File: src/rtl/cpu_pkg.sv
// ============================================================================
// cpu_pkg : shared selection-mode encodings and default datapath width
// Rev 1.0
// ============================================================================
`default_nettype none

package cpu_pkg;
  localparam logic MODE_RR   = 1'b0;
  localparam logic MODE_PRIO = 1'b1;
  localparam int   DATA_W    = 32;
endpackage

`default_nettype wire

File: src/rtl/rr_arbiter.sv
// ============================================================================
// rr_arbiter : one-hot grant, round-robin from ptr or fixed lowest-index priority
// Rev 1.0
// ============================================================================
`default_nettype none

module rr_arbiter
  import cpu_pkg::*;
#(
  parameter int N    = 4,
  parameter int IDXW = $clog2(N)
) (
  input  logic [N-1:0]    req,
  input  logic [IDXW-1:0] ptr,
  input  logic            mode,
  output logic [N-1:0]    grant
);

  logic [IDXW-1:0] w_base;
  logic [2*N-1:0]  w_req_dbl;
  logic [N-1:0]    w_rot;
  logic [N-1:0]    w_rot_gnt;
  logic [2*N-1:0]  w_gnt_dbl;

  // Fixed priority is round-robin anchored at channel 0.
  assign w_base    = (mode == MODE_PRIO) ? '0 : ptr;

  // Rotate right by the base so the scan start lands at bit 0, isolate the
  // lowest set bit, then rotate back; the double width provides the wrap.
  assign w_req_dbl = {req, req} >> w_base;
  assign w_rot     = w_req_dbl[N-1:0];
  assign w_rot_gnt = w_rot & (~w_rot + {{(N-1){1'b0}}, 1'b1});
  assign w_gnt_dbl = {{N{1'b0}}, w_rot_gnt} << w_base;
  assign grant     = w_gnt_dbl[N-1:0] | w_gnt_dbl[2*N-1:N];

endmodule

`default_nettype wire

File: src/rtl/arb_mux_n.sv
// ============================================================================
// arb_mux_n : N-channel arbitrated selector with registered valid/ready output
// Rev 1.0
// ============================================================================
`default_nettype none

module arb_mux_n
  import cpu_pkg::*;
#(
  parameter int WIDTH = DATA_W,
  parameter int N     = 4,
  parameter int IDXW  = $clog2(N)
) (
  input  logic               clk,
  input  logic               reset,
  input  logic               mode,
  input  logic               force_en,
  input  logic [IDXW-1:0]    force_sel,
  input  logic [N-1:0]       in_valid,
  output logic [N-1:0]       in_ready,
  input  logic [N*WIDTH-1:0] in_data,
  output logic               out_valid,
  input  logic               out_ready,
  output logic [WIDTH-1:0]   out_data,
  output logic [IDXW-1:0]    out_sel
);

  logic             r_out_valid;
  logic [WIDTH-1:0] r_out_data;
  logic [IDXW-1:0]  r_out_sel;
  logic [IDXW-1:0]  r_ptr;

  logic [N-1:0]     w_force_oh;
  logic [N-1:0]     w_elig;
  logic [N-1:0]     w_grant;
  logic [N-1:0]     w_ready;
  logic             w_can_accept;
  logic             w_xfer;
  logic [IDXW-1:0]  w_idx;
  logic [WIDTH-1:0] w_sel_data;
  logic [IDXW-1:0]  w_ptr_next;

  // An out-of-range force_sel matches no channel, leaving nothing eligible.
  always_comb begin
    w_force_oh = '0;
    for (int i = 0; i < N; i++) begin
      if (force_sel == IDXW'(i)) w_force_oh[i] = 1'b1;
    end
  end

  assign w_elig = force_en ? (in_valid & w_force_oh) : in_valid;

  rr_arbiter #(
    .N    (N),
    .IDXW (IDXW)
  ) u_arb (
    .req   (w_elig),
    .ptr   (r_ptr),
    .mode  (mode),
    .grant (w_grant)
  );

  assign w_can_accept = ~r_out_valid | out_ready;
  assign w_ready      = w_grant & {N{w_can_accept & ~reset}};
  assign w_xfer       = |(in_valid & w_ready);

  always_comb begin
    w_idx      = '0;
    w_sel_data = '0;
    for (int i = 0; i < N; i++) begin
      if (w_ready[i]) begin
        w_idx      = IDXW'(i);
        w_sel_data = in_data[i*WIDTH +: WIDTH];
      end
    end
  end

  assign w_ptr_next = (w_idx == IDXW'(N-1)) ? '0 : (w_idx + IDXW'(1));

  always_ff @(posedge clk or posedge reset) begin
    if (reset) begin
      r_out_valid <= 1'b0;
      r_out_data  <= '0;
      r_out_sel   <= '0;
      r_ptr       <= '0;
    end else begin
      if (w_xfer) begin
        r_out_valid <= 1'b1;
        r_out_data  <= w_sel_data;
        r_out_sel   <= w_idx;
        if (mode == MODE_RR && !force_en) r_ptr <= w_ptr_next;
      end else if (out_ready) begin
        r_out_valid <= 1'b0;
      end
    end
  end

  assign in_ready  = w_ready;
  assign out_valid = r_out_valid;
  assign out_data  = r_out_data;
  assign out_sel   = r_out_sel;

endmodule

`default_nettype wire

File: config.mk
export PLATFORM = sky130hd
export DESIGN_NAME = arb_mux_n
export DESIGN_NICKNAME = d
export VERILOG_FILES = /design/src/rtl/cpu_pkg.sv /design/src/rtl/rr_arbiter.sv /design/src/rtl/arb_mux_n.sv
export SDC_FILE = /design/constraint.sdc
export NUM_CORES = 1
export LEC_CHECK = 0
export BUFFER_PORTS_ARGS = -buffer_cell sky130_fd_sc_hd__buf_4
export CAP_MARGIN = 20
export CORE_UTILIZATION = 47
export DETAILED_ROUTE_END_ITERATION = 10
export GPL_TIMING_DRIVEN = 0
export PLACE_DENSITY = 0.88
export SLEW_MARGIN = 20
export SYNTH_ARGS = -nofsm -noshare
export SYNTH_HDL_FRONTEND = slang
export SYNTH_SLANG_ARGS = --single-unit
File: constraint.sdc
create_clock -name clk -period 4.8 [get_ports clk]
set_clock_uncertainty 0.2 [all_clocks]
set_input_delay 0.96 -clock clk [delete_from_list [all_inputs] [get_ports clk]]
set_output_delay 0.96 -clock clk [all_outputs]
set_load 0.01 [all_outputs]
==> metrics, run 1 <==
CTS tree=done; final hold violations=0; Final Util=0.773; Residual DRC=0; CP bufs+invs=6; worst flop-to-flop path endpoint=out_data[17]$_DFFE_PP0P_; Mapped Cells=about 320; fin nets=638; vias post-DR=3603; PortBufs=roughly 180; Num CTS Buffers=5; worst slew pin tran=0.518 ns; syn_nets=approximately 450; Yosys cell types=47; commonest non-fill, non-tap cells in the layout=buf_4, a221o_1, dfrtp_1; diode count=0; Slowest-stage cell, CP=clkbuf_1; Setup CP Type=in -> out; syn avg cell area=8.94 µm²; commonest non-fill, non-tap cell in the layout=buf_4; Gates resized, CTS repair=0; Antenna Violating Nets Remaining=0; clk buf depth=2; yosys warns=0; DP Cell Count=between 500 and 600; outcome=completed; CP cell instances=buf_4 > inv_2 > buf_12 > and2_1 > clkbuf_1 > o21a_1 > buf_2 > buf_4; total global-route track usage=0.361; Tcrit/Tclk final=0.840; crit-path max FO=29; hold path depth=1; clk sinks=37; Layout Cells excl Fill=572; RSZ-0062 raised after global routing=false; Yosys top cell area share=0.329; Worst Path Required=3.64 ns; worst min-delay path startpoint=out_sel[0]$_DFFE_PP0P_; worst path arrival time=2.87 ns; 1st-pass router iterations=5; num rows=27; GR Overflow Total=0; Core Footprint=0.00564 mm²; setup slack, reg-to-reg=roughly 2.0 ns; placer congestion estimate=0.901; largest delay contributor family on the critical path=buffers and inverters; Leak Pwr=2.11 nW; post-synth top area cell=dfrtp_1; Worst IR Drop VDD=206 µV; root buf cell=clkbuf_8; io pins=178; DRT iter0 DRCs=343; final count of negative-setup-slack endpoints=0; die area=0.00630 mm²; die height=approximately 79 µm; R2R depth=7; CP dominant cell by count=buf_4; Post-Synth XOR/XNOR Area=0; number of global-route vias before repair=3441; PwrDens=354 mW/mm²; Post-CTS Hold Buffers=0; max cap viols=0; Initial Utilization=0.499; Worst Hold Class=reg -> reg; Async S/R FF share, synth=1.00; Top FF cell, synth=dfrtp_1; routed wire length=between 10000 and 15000 µm; EDFF count, synth=0; Max transition margin=0.652; simple-gate share of the synthesized area=0.187; R2R Path Start=out_valid$_DFFE_PP0P_; first-pass GRT wire length=17500 µm; synth-to-layout area growth=55.0%; post-synthesis adder-cell area fraction=0; mux cell area share after synthesis=0.0236; FF+latch count, synth=37; post-synthesis compound-gate area fraction=0.393; CP Launch Type=input port; fin crit period=approximately 4.0 ns; CP max stage delay=0.36 ns; Netlist Area Pre-Place=0.00282 mm²; synth top area cells=dfrtp_1, a221o_1, o21a_1; Die W=~80 µm; hold endpoint=out_sel[0]$_DFFE_PP0P_; clock latency on the worst-skew pair=0.30 ns; crit end category=output pin; largest net degree at the start of global routing=30; Peak Freq=0.248 GHz; WL/cell=19.7 µm; initial antenna violation count=0; Seq/Total Area, Yosys=0.329; Pins Over Slew Limit=0; largest family of logic cells by synthesized area=compound AO/OA/AOI/OAI gates; clock slew at reported path FFs=0.07 ns; ratio of cells with drive above 1 in the final layout=0.436; Via density=6.30; setup bufs post-CTS=0; H-tree levels=2; post-detail-place hpwl=just under 9000 µm
[sequential cells by signal, summed over array words and instances (netlist names)]
| signal | cells |
|---|---|
| out_data | 32 |
| out_sel | 2 |
| out_valid | 1 |
| r_ptr | 2 |
[worst max path at each step]
stage,start,to,slack (ns),cells past startpoint
after floorplan,reset,in_ready[2],0.87,5
after global placement,reset,in_ready[0],-0.008,7
after detailed placement,reset,in_ready[0],0.79,8
after CTS,reset,in_ready[2],0.78,8
after global routing,reset,in_ready[2],0.58,8
final,reset,in_ready[0],0.77,8
[routing by layer]
| layer | part of all wire | vias to the layer above | global-route usage |
|---|---|---|---|
| li1 | - | 1610 | - |
| met1 | 0.38 | 1713 | 0.467 |
| met2 | 0.49 | 242 | 0.608 |
| met3 | 0.098 | 38 | 0.0697 |
| met4 | 0.030 | 0 | 0.111 |
| met5 | 0 | - | 0 |
[synthesized netlist by cell type, drive strengths merged (2+ instances only)]
cell type and instances:
buf 17, or4 2, a211oi 3, nand3 2, inv 6, o21ai 11, nor2b 4, a22o 2
o21a 32, nor3b 8, a221oi 2, nand3b 2, a221o 57, o211a 3, nand2b 5, dfrtp 37
o211ai 2, a21oi 4, nand2 36, clkbuf 17, a31oi 2, nor2 7, nor3 32, mux2 5
and2 3
[where the power goes]
group          switching, mW  internal, mW  total, mW  leakage [nW]
clock network          0.125         0.170      0.295        0.0585
registers             0.0784         0.435      0.513         0.454
logic                  0.339         0.398      0.738          1.60
[stage by stage]
step | TNS (ns) | worst slack [ns] | total power [mW] | area, µm² | hold WS (ns)
final | 0 | 0.768 | 1.55 | 4360 | 0.291
after global routing | 0 | 0.578 | 1.62 | 4360 | 0.329
after CTS | 0 | 0.784 | 1.54 | 4360 | 0.294
after detailed placement | 0 | 0.789 | 1.25 | 4250 | 0.282
after global placement | -0.00788 | -0.00788 | 1.22 | 4230 | 0.273
after floorplan | 0 | 0.871 | 0.864 | 2820 | 0.309
[layout make-up]
class | count | area [µm²]
clock buffers | 7 | 86.3
well taps | 72 | 90.1
fillers | 421 | 1280
plain buffers | 34 | 169
repair buffers | 177 | 1340
multi-input cells | 238 | 1700
flip-flops and latches | 37 | 926
clock inverters | 1 | 30.0
inverters | 6 | 22.5
[logic make-up after synthesis]
family | after synthesis
AND/OR/NAND/NOR | 104
flip-flops | 37
buffers and inverters | 40
AO/OA/AOI/OAI | 128
multiplexers | 6
Power figures use the tool's default switching activity.
==> run 2, diff against run 1 <==
--- a/config.mk
+++ b/config.mk
@@ -5,12 +5,13 @@
 export SDC_FILE = /design/constraint.sdc
 export NUM_CORES = 1
 export LEC_CHECK = 0
+export ABC_AREA = 1
 export BUFFER_PORTS_ARGS = -buffer_cell sky130_fd_sc_hd__buf_4
 export CAP_MARGIN = 20
-export CORE_UTILIZATION = 47
+export CORE_UTILIZATION = 44
 export DETAILED_ROUTE_END_ITERATION = 10
 export GPL_TIMING_DRIVEN = 0
-export PLACE_DENSITY = 0.88
+export PLACE_DENSITY = 0.83
 export SLEW_MARGIN = 20
 export SYNTH_ARGS = -nofsm -noshare
 export SYNTH_HDL_FRONTEND = slang
==> constraint.sdc (replaced) <==
create_clock -name clk -period 3.8 [get_ports clk]
set_clock_uncertainty 0.2 [all_clocks]
set_input_delay 0.76 -clock clk [delete_from_list [all_inputs] [get_ports clk]]
set_output_delay 0.76 -clock clk [all_outputs]
set_load 0.01 [all_outputs]
==> run 2 against run 1 <==
Critical path depth is 6 higher. Worst hold slack worse by 0.14 ns. Flip-flop and latch count stayed put. Final area is 0.43% higher. Sequential power is 39% higher. Combinational power is 120% higher. Area after synthesis is 1.3% higher. Core utilization is 5.5 points lower. Via count is 1.9% lower. Critical endpoint is now in_ready[3]. Largest power group unchanged.
==> metrics, run 2 <==
outcome=completed; synth-to-layout area growth=53.6%; Num CTS Buffers=5; fin crit period=3.41 ns; Seq/Total Area, Yosys=0.325; Post-CTS Hold Buffers=0; max cap viols=0; first-pass GRT wire length=14800 µm; Register Area=926 µm²; Worst Path Required=2.84 ns; commonest non-fill, non-tap cells in the layout=buf_4, nand3_1, nand2_1; Via density=5.47; Setup CP Type=in -> out; CP cell instances=buf_4 > inv_2 > nand2_4 > inv_4 > nand3_2 > nand2_4 > nand2_2 > nor2_4 > nand2_2 > nand3_1 > nand2_1 > inv_2 > buf_2 > buf_4; Yosys top cell area share=0.325; Multi-input gate area=~0.0016 mm²; syn avg cell area=7.39 µm²; CP max stage delay=approximately 0.24 ns; Int Pwr=1.51 mW; FF+latch count, synth=37; Final Util=0.719; Yosys cell types=22; Min Hold Slack=0.153 ns; crit end category=output pin; setup TNS=0 ns; R2R depth=14; CP bufs+invs=6; fin nets=710; syn_nets=between 500 and 600; Residual DRC=0; clk sinks=37; Die W=82.5 µm; DP Cell Count=about 640; io pins=178; Pins Over Slew Limit=0; die height=82.5 µm; final count of negative-setup-slack endpoints=0; vias post-DR=3533; DRT iter0 DRCs=between 100 and 150; number of global-route vias before repair=around 3300; routed wire length=9750 µm; placer congestion estimate=0.875; max reg flops=32; Layout Cells excl Fill=646; largest net degree at the start of global routing=35; Worst Hold Class=in -> async; Clock power frac=0.105; RSZ-0062 raised after global routing=false; worst flop-to-flop path endpoint=out_data[26]$_DFFE_PP0P_; CTS tree=done; H-tree levels=2; setup slack, reg-to-reg=1.49 ns; clk buf depth=2; Worst IR Drop VDD=293 µV; Top FF cell, synth=dfrtp_1; CP Launch Type=input port; synth top area cells=dfrtp_1, nand3_1, nand2_1; 1st-pass router iterations=4; Gates resized, CTS repair=0; combinational power share=0.626; diode count=0; Sequential Power Share=0.269; crit-path max FO=10; Async S/R FF share, synth=1.00; worst slew pin tran=0.245 ns; ratio of cells with drive above 1 in the final layout=0.420; post-detail-place hpwl=around 7500 µm; largest delay contributor family on the critical path=buffers and inverters; PwrDens=between 600 and 700 mW/mm²; Slowest-stage cell, CP=buf_2; final hold violations=0; GR Overflow Total=0; num rows=28; worst path arrival time=about 2.5 ns; Antenna Violating Nets Remaining=0; FILL cells=547; sw frac=0.428; Switch Pwr=1.13 mW; commonest cells in the netlist=nand3_1, nand2_1, dfrtp_1, nand4_1, nand3b_1; Tcrit/Tclk final=0.898; clock slew at reported path FFs=about 0.07 ns; commonest non-fill, non-tap cell in the layout=buf_4; Netlist Area Pre-Place=0.00285 mm²; total global-route track usage=0.288; PortBufs=177; Peak Freq=between 0.2 and 0.3 GHz; clock latency on the worst-skew pair=0.28 ns; initial antenna violation count=0; Leak Pwr=2.30 nW; die area=around 0.0068 mm²; yosys warns=0; Mapped Cells=~390; R2R Path Start=r_ptr[0]$_DFFE_PP0P_; Initial Utilization=0.468; Max transition margin=0.836; WL/cell=15.1 µm; EDFF count, synth=0; cell with the most instances after synthesis=nand3_1; post-synth top area cell=dfrtp_1; root buf cell=clkbuf_8; setup bufs post-CTS=0; Core Footprint=just over 0.006 mm²
-- run 2: stage by stage --
stage	worst slack [ns]	area, µm²	total power, mW
after global routing	0.269	4380	2.83
after global placement	0.437	4280	2.32
after CTS	0.394	4380	2.65
after detailed placement	0.402	4300	2.37
final	0.389	4380	2.64
after floorplan	0.877	2850	1.70
-- run 2: cell families after synthesis --
group,Yosys count,synth area share
AND/OR/NAND/NOR,301,0.562
flip-flops,37,0.325
AO/OA/AOI/OAI,3,0.00921
buffers and inverters,45,0.104
-- run 2: cell type report --
cell class / instances / area share
multi-input combinational: 304 / 0.372
buffer: 27 / 0.0514
tap: 75 / 0.0214
clock buffer: 7 / 0.0197
inverter: 18 / 0.0166
timing repair buffer: 178 / 0.308
sequential: 37 / 0.211
-- run 2: worst max-delay path by stage --
stage	startpoint	to	slack [ns]	cells after the start
floorplan	mode	in_ready[2]	0.88	12
global placement	mode	in_ready[3]	0.44	14
detailed placement	mode	in_ready[3]	0.40	14
CTS	mode	in_ready[3]	0.39	14
global route	mode	in_ready[3]	0.27	14
finish	mode	in_ready[3]	0.39	14
-- run 2: per-layer routing --
metal / wire length (µm) / global-route usage / vias to the layer above
li1: - / - / 1724
met1: 3850 / 0.334 / 1609
met2: 4830 / 0.513 / 171
met3: 790 / 0.0495 / 29
met4: 286 / 0.136 / 0
met5: 0 / 0 / -
-- run 2: power groups by stage --
| stage | logic (mW) | registers, mW | clock network [mW] |
|---|---|---|---|
| floorplan | 0.907 | 0.793 | 0 |
| global placement | 1.62 | 0.705 | 0 |
| detailed placement | 1.65 | 0.717 | 0 |
| CTS | 1.66 | 0.710 | 0.282 |
| global route | 1.80 | 0.732 | 0.299 |
| finish | 1.65 | 0.711 | 0.278 |
-- run 2: worst reg2reg max path: stages, from the launching register on --
cell	delay, ns
dfrtp_1	0.42
inv_2	0.06
nor2_4	0.17
nand3_1	0.14
nand2_1	0.10
nand2_1	0.06
nand2_1	0.10
nand3_1	0.10
nand3_1	0.10
nand2_1	0.06
inv_2	0.15
buf_2	0.25
nand3_1	0.11
nand3_1	0.12
nand3b_1	0.11
